--- src/rtl/pc_seq_pkg.sv ---
// ---------------------------------------------------------------------------
// pc_seq_pkg
//   Shared definitions for the program-counter sequencer:
//     seq_state_e  - sequencer state encoding (BOOT, RUN, HALT)
//     PC_STEP      - sequential fetch increment
//     ALIGN_MASK   - clears the two low bits of a word-aligned fetch address
//     is_misaligned() - true when an address is not word aligned
// ---------------------------------------------------------------------------
package pc_seq_pkg;

    typedef enum logic [1:0] {
        BOOT = 2'd0,
        RUN  = 2'd1,
        HALT = 2'd2
    } seq_state_e;

    localparam logic [31:0] PC_STEP    = 32'd4;
    localparam logic [31:0] ALIGN_MASK = 32'hFFFF_FFFC;

    function automatic logic is_misaligned(input logic [31:0] addr);
        return (addr[1:0] != 2'b00);
    endfunction

endpackage

--- src/rtl/pc_sequencer_fa32.sv ---
// ---------------------------------------------------------------------------
// pc_sequencer_fa32
//   32-bit full adder used to form the link value pc_out + 4.
//   Unsigned, wraps modulo 2^32; carry out is not needed by the sequencer.
// Ports:
//   a    in  32  first operand
//   b    in  32  second operand
//   sum  out 32  a + b (mod 2^32)
// ---------------------------------------------------------------------------
module pc_sequencer_fa32 (
    input  logic [31:0] a,
    input  logic [31:0] b,
    output logic [31:0] sum
);

    // Plain unsigned add; the wrap from 0xFFFF_FFFC + 4 to 0 falls out naturally.
    assign sum = a + b;

endmodule

--- src/rtl/pc_sequencer.sv ---
// ---------------------------------------------------------------------------
// pc_sequencer
//   Program-counter register and next-PC sequencer. Chooses between jump,
//   branch, a buffered (pending) redirect and the sequential pc_out + 4, and
//   presents pc_out to instruction memory over a valid/ready handshake.
//
// Optional feature macro: MISALIGN_TRAP_EN
//   defined   - a misaligned redirect target loads TRAP_VEC, pulses misalign
//               and records the faulting target in misalign_epc.
//   undefined - redirect targets have bits [1:0] forced to zero; misalign and
//               misalign_epc are tied to zero.
//
// Parameters:
//   TRAP_VEC   trap target for misaligned redirects (MISALIGN_TRAP_EN only)
//   RESET_VEC  pc_out value after reset
//
// Ports:
//   clk, rst       clock and synchronous active-high reset
//   branch_add     branch target          branch_taken  branch taken
//   jump_add       jump target            jump_en       jump
//   halt_req       current instruction is a halt
//   stall          datapath cannot take a new instruction
//   imem_ready     instruction memory accepts pc_out
//   pc_out         current fetch address  pc_plus4      pc_out + 4
//   fetch_valid    fetch request valid    halted        sequencer in HALT
//   misalign       one-cycle trap pulse   misalign_epc  faulting target
// ---------------------------------------------------------------------------
module pc_sequencer
    import pc_seq_pkg::*;
#(
`ifdef MISALIGN_TRAP_EN
    parameter logic [31:0] TRAP_VEC  = 32'h0000_0100,
`endif
    parameter logic [31:0] RESET_VEC = 32'h0000_0000
) (
    input  logic        clk,
    input  logic        rst,
    input  logic [31:0] branch_add,
    input  logic        branch_taken,
    input  logic [31:0] jump_add,
    input  logic        jump_en,
    input  logic        halt_req,
    input  logic        stall,
    input  logic        imem_ready,
    output logic [31:0] pc_out,
    output logic [31:0] pc_plus4,
    output logic        fetch_valid,
    output logic        halted,
    output logic        misalign,
    output logic [31:0] misalign_epc
);

    seq_state_e  state;
    seq_state_e  state_next;
    logic        pend_v;
    logic [31:0] pend_tgt;
    logic        accept;
    logic        redirect_now;
    logic [31:0] redirect_tgt;
    logic [31:0] next_pc;
    logic        trap_hit;

    pc_sequencer_fa32 u_fa32 (
        .a   (pc_out),
        .b   (PC_STEP),
        .sum (pc_plus4)
    );

    assign fetch_valid  = (state == RUN);
    assign halted       = (state == HALT);
    assign accept       = fetch_valid & imem_ready & ~stall;
    assign redirect_now = jump_en | branch_taken;

    // Next-state logic. BOOT always spends exactly one cycle before fetching;
    // HALT is sticky and only reset leaves it.
    always_comb begin
        state_next = state;
        case (state)
            BOOT:    state_next = RUN;
            RUN:     if (accept && halt_req) state_next = HALT;
            HALT:    state_next = HALT;
            default: state_next = BOOT;
        endcase
    end

    // Next-PC select with priority jump > branch > pending > sequential.
    // Without the trap feature the redirect target is forced to word
    // alignment before it is used or buffered, so pc_out can never go odd.
    always_comb begin
        redirect_tgt = jump_en ? jump_add : branch_add;
`ifndef MISALIGN_TRAP_EN
        redirect_tgt = redirect_tgt & ALIGN_MASK;
`endif
        next_pc = pc_plus4;
        if (redirect_now) begin
            next_pc = redirect_tgt;
        end else if (pend_v) begin
            next_pc = pend_tgt;
        end
`ifdef MISALIGN_TRAP_EN
        trap_hit = is_misaligned(next_pc);
`else
        trap_hit = 1'b0;
`endif
    end

    // PC register, FSM state and the pending-redirect buffer. A redirect seen
    // while the fetch is held off is remembered so it is not lost; a halt at
    // accept freezes pc_out and throws any buffered redirect away.
    always_ff @(posedge clk) begin
        if (rst) begin
            state    <= BOOT;
            pc_out   <= RESET_VEC;
            pend_v   <= 1'b0;
            pend_tgt <= 32'h0;
        end else begin
            state <= state_next;
            if (accept) begin
                pend_v <= 1'b0;
                if (!halt_req) begin
`ifdef MISALIGN_TRAP_EN
                    pc_out <= trap_hit ? TRAP_VEC : next_pc;
`else
                    pc_out <= next_pc;
`endif
                end
            end else if (fetch_valid && redirect_now) begin
                pend_v   <= 1'b1;
                pend_tgt <= redirect_tgt;
            end
        end
    end

`ifdef MISALIGN_TRAP_EN
    // Trap reporting: misalign pulses for the cycle after the faulting accept,
    // misalign_epc keeps the offending target until the next trap.
    always_ff @(posedge clk) begin
        if (rst) begin
            misalign     <= 1'b0;
            misalign_epc <= 32'h0;
        end else begin
            misalign <= 1'b0;
            if (accept && !halt_req && trap_hit) begin
                misalign     <= 1'b1;
                misalign_epc <= next_pc;
            end
        end
    end
`else
    assign misalign     = 1'b0;
    assign misalign_epc = 32'h0;
`endif

endmodule

--- config.mk ---
export PLATFORM = sky130hd
export DESIGN_NAME = pc_sequencer
export DESIGN_NICKNAME = d
export VERILOG_FILES = /design/src/rtl/pc_seq_pkg.sv /design/src/rtl/pc_sequencer_fa32.sv /design/src/rtl/pc_sequencer.sv
export SDC_FILE = /design/constraint.sdc
export NUM_CORES = 1
export LEC_CHECK = 0
export ABC_AREA = 1
export CORE_MARGIN = 10
export CORE_UTILIZATION = 41
export CTS_CLUSTER_DIAMETER = 80
export CTS_CLUSTER_SIZE = 10
export DETAILED_ROUTE_END_ITERATION = 16
export PLACE_DENSITY = 0.77
export SLEW_MARGIN = 5
export SYNTH_ARGS = -nofsm -noshare
export SYNTH_HDL_FRONTEND = slang
export SYNTH_SLANG_ARGS = --single-unit
--- constraint.sdc ---
create_clock -name clk -period 1.7 [get_ports clk]
set_clock_uncertainty 0.2 [all_clocks]
set_input_delay 0.34 -clock clk [delete_from_list [all_inputs] [get_ports clk]]
set_output_delay 0.34 -clock clk [all_outputs]
set_load 0.02 [all_outputs]
# == After elaboration in Yosys (flattened, before gate mapping) ==
# Index checks and enable logic that the tools add are counted.
# op_classes
bitwise_logic,6
div_mod_pow,0
shift,0
mux,5
n_lt_le_gt_ge,0
n_eq_ne,3
multipliers,0
addsub,1
n_reduce_logical,6
# ops
cell,n
$mux 32,3
$add 32x3->32 const B,1
$pmux 2 s3,1
$reduce_and 2->1,2
$not 1->1,3
$and 1x1->1,2
$eq 2x1->1 const B,1
$eq 2x2->1 const B,1
$logic_and 1x1->1,2
$logic_not 2->1,1
$mux 2,1
$ne 2x1->1 const B,1
$reduce_or 2->1,1
$or 1x1->1,1
# totals
ram_bits,0
mem_count,0
output_inout_bits,99
mem_bits_ro,0
regBits,65
input_bits,71
latch_bits,0

# == Longest topological paths before layout ==
# Gate-level depths: netlist of the first run.
# depth
ltp_word,6
depth_mapped,10

# == Cells and area by module ==
# Synthesis of the first run repeated with hierarchy kept, for this count alone.
# unflattened
hier_cells,1367
hier_area_um2,6945.4
# by_module_without_submodules
module,area_each_um2,seq_area_each_um2,cells_each,instances
pc_sequencer,4621.9,1301.2,876,1
pc_sequencer_fa32,2323.5,0.0,491,1

# == Worst setup path before layout of the first run ==
# OpenSTA, ideal clock, no wires.
# synth_timing
kind,reg-to-output
from,register pc_out[3]
to,output pc_plus4[10]
path_stages_with_launch,6
path_buffers,0
t_arrival_ps,1445
slack_ps,-285
path_cell_list,dfxtp_1 -> ha_1 -> nand2_1 -> nor2_4 -> nand2_4 -> xnor2_1
# synth_via
elab_chain_len,1
# synth_lines
element,line_no,rtl
from (decl),pc_sequencer.sv:45,"output logic [31:0] pc_out,"
from (signal assigned),pc_sequencer.sv:124,pc_out <= next_pc;
$add 32x3->32,pc_sequencer_fa32.sv:17,assign sum = a + b;
to (decl),pc_sequencer.sv:46,"output logic [31:0] pc_plus4,"
# Every way passes these cells.

# == Final worst setup path of the first run ==
# layout_timing
from,register pc_out[2]
to,output pc_plus4[22]
# The elaborated chain is that of the path after synthesis.

==> out/qor.csv, run 1 <==
stage,metric,value,unit
worst_hold_path,hold_start,pend_tgt[30],
clock_network,postCtsHoldBufs,0,
timing,max_freq,432,MHz
global_routing,grt_pass1_vias,5257,
die,core_area,10900,um2
synthesis,synth_common_cells,"nand2_1, inv_1, o21ai_0",
worst_setup_path,critPathLaunchType,flop,
worst_setup_path,required,1.16,ns
die,pin_count,170,
cells_and_area,design_area,8100,um2
drt,drc,0,
placement,placed_area,6650,um2
status,status,finished with violations,
clock_network,htreeDepth,3,
power_and_ir_drop,powerDensity,787,nW/um2
clock_network,clock_path_buffers,2,
global_routing,grtUsageTotal,19.1,%
synthesis,yosysMostFrequentCell,nand2_1,
drt,wl_per_cell,18.8,um
placement,portBuffers,128,
synthesis,ys_warn_count,0,
synthesis,syn_inst,689,
die,die_h,126,um
synthesis,synth.distinct_cells,31,
global_routing,overflow,0,
placement,dp_cells,1007,
placement,place.gp.congestion,0.959,
power_and_ir_drop,power.total,6.38,mW
cells_and_area,fillCellCount,707,
global_routing,antenna_found_initial,0,
drt,dr.pass1.iters,5,
synthesis,synth_top_cell_area_share,27.5,%
flow_run,maxCapViolCount,0,
synthesis,synth_seq_cells,63,
die,die_width,126,um
timing,rsz0062_at_grt,true,
timing,drv_slew,0,
worst_setup_path,cp-startpoint,pc_out[2],
timing,fin_crit_sh,136,%
drt,routed_wl,20.0,mm
worst_setup_path,r2r_start,pc_out[2],
global_routing,grt_max_degree,36,
cells_and_area,antennaDiodeCount,0,
worst_setup_path,crit_arrival,1.77,ns
timing,period_needed,2.31,ns
synthesis,netlist_area,4590,um2
cells_and_area,finalNetCount,992,
timing,finalWorstSetupSlack,-0.615,ns
die,rows,38,
die,die_area,15800,um2
drt,drtIter0Drc,482,
synthesis,synth_largest_area_cell,dfxtp_1,
timing,setup_viol,49,
worst_setup_path,endpoint_kind,output port,
worst_hold_path,hold_class,flop to flop,
status,violations,setup timing,
cells_and_area,syn_to_final_growth,76.7,%
clock_network,worstSkewPairLatency,0.36,ns
power_and_ir_drop,peakVddDrop,0.722,mV
placement,hpwl,11.3,mm
clock_network,cts.clk_slew.worst_paths,0.07,ns
worst_setup_path,critical_path_class,flop to output port,
timing,setup_tns,-15.85,ns
die,start_util,42.1,%
synthesis,synth-seq-area-share,27.5,%
global_routing,grt_pass1_wl,25.6,mm
synthesis,synthArstFlopShare,0,%
clock_network,tritoncts,yes,
clock_network,cts_root_buf,clkbuf_8,
synthesis,ys_top_cells_by_area,"dfxtp_1, nand2_1, o21ai_0",
synthesis,synth-edff-count,0,
cells_and_area,final_cells,1062,
power_and_ir_drop,leakagePower,3.72,nW
worst_setup_path,cp_max_fo,6,
clock_network,cts_sinks,63,
cells_and_area,drive_gt1_share,49.2,%
synthesis,syn_avg_cell_area,6.66,um2
timing,hold_viol,0,
synthesis,synthFlopType,dfxtp_1,
drt,antenna_left,0,
drt,vias,5654,
drt,post_drt_via_cell_ratio,5.32,
clock_network,cts_buffers,9,
-- sequential cells by signal (all words and copies together), names as in the netlist --
| signal | count |
|---|---|
| pend_tgt | 30 |
| state | 2 |
| pc_out | 30 |
| pend_v | 1 |
-- cells in the final DEF (no fill, tap or decap), types with 21 or more instances in the layout --
cell,Yosys,layout
a21oi_1,78,61
a21oi_2,9,24
buf_4,37,70
buf_6,0,60
clkdlybuf4s50_1,0,65
conb_1,1,37
dfxtp_1,63,35
dfxtp_2,0,23
inv_1,89,78
mux2_2,30,30
nand2_1,158,93
nand2_2,7,65
o21ai_0,80,21
o21ai_1,5,35
o21ai_2,0,24
-- worst paths after layout --
path | to | slack (ns) | depth (start not counted)
max reg2reg | pc_out[14] | -0.15 | 10
max | pc_plus4[22] | -0.61 | 9
min reg2reg | pend_tgt[30] | 0.25 | 2
min | pend_tgt[30] | 0.25 | 2
-- routing by layer --
metal / wire length (um) / global-route usage, % / vias to the layer above
li1: - / - / 2614
met1: 7530 / 21.6 / 2663
met2: 10100 / 34.0 / 316
met3: 1770 / 5.62 / 61
met4: 608 / 5.69 / 0
met5: 0 / 0 / -
-- kinds of logic (layout without fill, tap and decap cells) --
logic type                 Yosys count  count (layout)  share of synthesized area, %
other                                1              37                        0.0818
AOI/OAI and AO/OA                  178             178                          20.3
xor gates and xnor gates             8               8                          1.53
DFF                                 63              63                          27.5
muxes                               30              30                          7.36
and+or+nand+nor                    245             245                          25.6
adders and majority gates            4               4                          1.09
buffers and inverters              160             357                          16.5
-- timing repair --
action                                  4_1_cts  5_1_grt
cloned                                        3        9
buffers inserted                             24       15
hold endpoints to repair                      0        0
gates resized for setup                     324      233
pin swaps                                    36       86
endpoints found under the setup margin       73      111
-- area by class of cell --
class | instances | area [um2] | share of cell area (%)
Multi-Input combinational cell | 502 | 3480 | 43.0
Timing Repair Buffer | 251 | 2610 | 32.2
Sequential cell | 63 | 1310 | 16.2
Inverter | 90 | 345 | 4.26
Tap cell | 140 | 175 | 2.16
Clock buffer | 10 | 128 | 1.58
Clock inverter | 6 | 51.3 | 0.633
-- metrics by stage --
| step | hold slack [ns] | util (%) | setup WS [ns] |
|---|---|---|---|
| final | 0.254 | 74.4 | -0.615 |
| after global routing | 0.268 | 74.4 | -0.683 |
| after CTS | 0.254 | 67.6 | -0.563 |
| after detailed placement | 0.243 | 61.1 | -0.639 |
| after global placement | 0.238 | 61.1 | -0.619 |
| after floorplan | 0.230 | - | -0.0330 |
-- power breakdown --
part	switching, mW	internal (mW)	total [mW]
Sequential	0.147	1.79	1.93
Combinational	1.74	1.41	3.15
Clock	0.638	0.659	1.30
Total	2.52	3.86	6.38
-- critical path: stages (launching register included) --
cell and delay [ns]:
dfxtp_4 0.37, ha_4 0.16, nand2_4 0.05, nor2_4 0.14, nand2_4 0.12, nor2_4 0.20, nand2_1 0.10, nand2_2 0.10
nand2_2 0.06, buf_6 0.13
(Power assumes the default switching activity.)
==> run 2, diff against run 1 <==
CELL_PAD_IN_SITES_DETAIL_PLACEMENT = 1   (was not set)
CELL_PAD_IN_SITES_GLOBAL_PLACEMENT = 2   (was not set)
CORE_UTILIZATION = 21   (was 41)
CTS_CLUSTER_DIAMETER = not set   (was 80)
PLACE_DENSITY = 0.76   (was 0.77)
==> run 2 against run 1 <==
  * The flow still finishes with violations (setup timing)
  * Power increased by 15%
  * Utilization decreased by 33 points
  * Global-route usage decreased by 4.4 points
  * Register-to-register slack got worse by 0.22 ns
  * Critical path depth increased by 1
  * Maximum frequency increased by 0.55%
  * Highest routed layer unchanged
==> out/qor.csv, run 2 (synthesized netlist as in run 1, its figures left out) <==
stage,metric,value,unit,change
clock_network,tritoncts,yes,,unchanged
timing,setup_tns,-17.48,ns,was -15.85 ns
drt,post_drt_via_cell_ratio,4.40,,was 5.32
status,status,finished with violations,,unchanged
placement,place.gp.congestion,0.775,,was 0.959
cells_and_area,drive_gt1_share,57.7,%,was 49.2%
drt,drtIter0Drc,133,,was 482
timing,fin_crit_sh,135,%,was 136%
worst_setup_path,critPathLaunchType,flop,,unchanged
clock_network,cts.clk_slew.worst_paths,0.06,ns,was 0.07 ns
clock_network,cts_root_buf,clkbuf_16,,was clkbuf_8
flow_run,maxCapViolCount,0,,unchanged
timing,drv_slew,0,,unchanged
placement,dp_cells,1148,,was 1007
global_routing,grt_use_met3,3.68,%,was 5.62%
drt,wl_per_cell,18.0,um,was 18.8 um
cells_and_area,design_area,8880,um2,was 8100 um2
power_and_ir_drop,peakVddDrop,0.496,mV,was 0.722 mV
timing,period_needed,2.30,ns,was 2.31 ns
worst_hold_path,hold_class,flop to flop,,unchanged
global_routing,antenna_found_initial,0,,unchanged
cells_and_area,final_cells,1219,,was 1062
placement,hpwl,14.2,mm,was 11.3 mm
placement,portBuffers,128,,unchanged
worst_setup_path,cpPeakStageDelay,0.37,ns,about the same
status,violations,setup timing,,unchanged
clock_network,postCtsHoldBufs,0,,unchanged
global_routing,grt_max_degree,41,,was 36
drt,drc,0,,unchanged
cells_and_area,syn_to_final_growth,93.6,%,was 76.7%
cells_and_area,mostFrequentLayoutCells,"buf_4, nand2_1, clkdlybuf4s50_1",,"was nand2_1, inv_1, buf_4"
worst_setup_path,critical_path_class,flop to output port,,unchanged
timing,rsz0062_at_grt,true,,unchanged
placement,place_ws,-0.688,ns,was -0.639 ns
power_and_ir_drop,powerDensity,828,nW/um2,was 787 nW/um2
worst_setup_path,cpLargestDelayFamily,simple AND/OR/NAND/NOR gates,,unchanged
timing,max_freq,434,MHz,was 432 MHz
drt,antenna_left,0,,unchanged
worst_setup_path,worst-path-buf-inv,2,,was 1
clock_network,cts_buffers,9,,unchanged
global_routing,grt_pass1_wl,33.2,mm,was 25.6 mm
worst_setup_path,crit_arrival,1.76,ns,was 1.77 ns
drt,dr.pass1.iters,5,,unchanged
timing,setup_viol,58,,was 49
die,start_util,21.1,%,was 42.1%
die,die_h,168,um,was 126 um
global_routing,grtUsageTotal,14.8,%,was 19.1%
worst_setup_path,endpoint_kind,output port,,unchanged
worst_setup_path,crit_path_cell_trace,"ha_4, nand2_4, nor2_4, buf_6, nand2_4, nor2_4, nand2_1, nand2_1, nand2_2, buf_6",,"was ha_4, nand2_4, nor2_4, nand2_4, nor2_4, nand2_1, nand2_2, nand2_2, buf_6"
die,die_width,168,um,was 126 um
worst_setup_path,crit_slowest_cell,dfxtp_4,,unchanged
global_routing,overflow,0,,unchanged
cells_and_area,reg_top3,"pc_out x30, pend_tgt x30, state x2",,unchanged
die,core_area,21700,um2,was 10900 um2
clock_network,cts_sinks,63,,unchanged
timing,hold_slack,0.252,ns,was 0.254 ns
global_routing,busiest_layer,met2,,unchanged
worst_setup_path,required,1.16,ns,about the same
cells_and_area,layout_commonest_cell,buf_4,,was nand2_1
timing,finalWorstSetupSlack,-0.602,ns,was -0.615 ns
drt,vias,5367,,was 5654
power_and_ir_drop,leakagePower,3.99,nW,was 3.72 nW
drt,routed_wl,21.9,mm,was 20.0 mm
clock_network,clock_path_buffers,2,,unchanged
die,die_area,28200,um2,was 15800 um2
worst_setup_path,cp_max_fo,4,,was 6
cells_and_area,finalNetCount,1009,,was 992
die,pin_count,170,,unchanged
clock_network,worstSkewPairLatency,0.36,ns,about the same
global_routing,met1_usage,17.4,%,was 21.6%
timing,hold_viol,0,,unchanged
cells_and_area,antennaDiodeCount,0,,unchanged
clock_network,htreeDepth,3,,unchanged
placement,placed_area,6820,um2,was 6650 um2
global_routing,grt_pass1_vias,5887,,was 5257
die,rows,54,,was 38
global_routing,grtUsageMet2,26.1,%,was 34.0%
[run 2: through the flow]
step | utilization (%) | total power [mW]
floorplan | - | 3.26
global placement | 31.4 | 4.19
detailed placement | 31.4 | 4.24
CTS | 38.3 | 7.10
global route | 40.9 | 7.74
finish | 40.9 | 7.35
[run 2: cell type report]
| class | count | area, um2 |
|---|---|---|
| Fill cell | 2566 | 12800 |
| Tap cell | 280 | 350 |
| Clock buffer | 10 | 250 |
| Inverter | 90 | 348 |
| Sequential cell | 63 | 1320 |
| Multi-Input combinational cell | 502 | 3820 |
| Timing Repair Buffer | 268 | 2710 |
| Clock inverter | 6 | 90.1 |
[run 2: metal layers]
metal / up-vias / part of all wire (%)
li1: 2644 / -
met1: 2604 / 43
met2: 107 / 52
met3: 12 / 4.2
met4: 0 / 0.98
met5: - / 0
[run 2: power by group]
group          switching, mW  internal, mW  leakage, nW  total (mW)
Combinational           1.84          1.42         3.30        3.26
Sequential             0.143          1.79        0.530        1.93
Clock                  0.789          1.38        0.164        2.17
Total                   2.77          4.58         3.99        7.35
[run 2: path summary, 6_finish.rpt]
| check | start | to | slack (ns) | cells past startpoint |
|---|---|---|---|---|
| setup / recovery | pc_out[3] | pc_plus4[20] | -0.60 | 10 |
| hold / removal | pend_tgt[11] | pend_tgt[11] | 0.25 | 2 |
| setup reg to reg | pc_out[4] | pc_out[25] | -0.37 | 14 |
| hold reg to reg | pend_tgt[11] | pend_tgt[11] | 0.25 | 2 |
[run 2: tightest hold or removal path, delay by kind of cell (launching register included)]
| kind | cells | cell delay, ns |
|---|---|---|
| flops | 1 | 0.29 |
| compound gates | 1 | 0.05 |
| buf+inv | 1 | 0.06 |
[run 2: repair_timing]
item | 4_1_cts | 5_1_grt
endpoints found under the setup margin | 106 | 103
buffers inserted | 39 | 20
pin swaps | 61 | 80
resized for setup | 429 | 223
cloned | 8 | 2
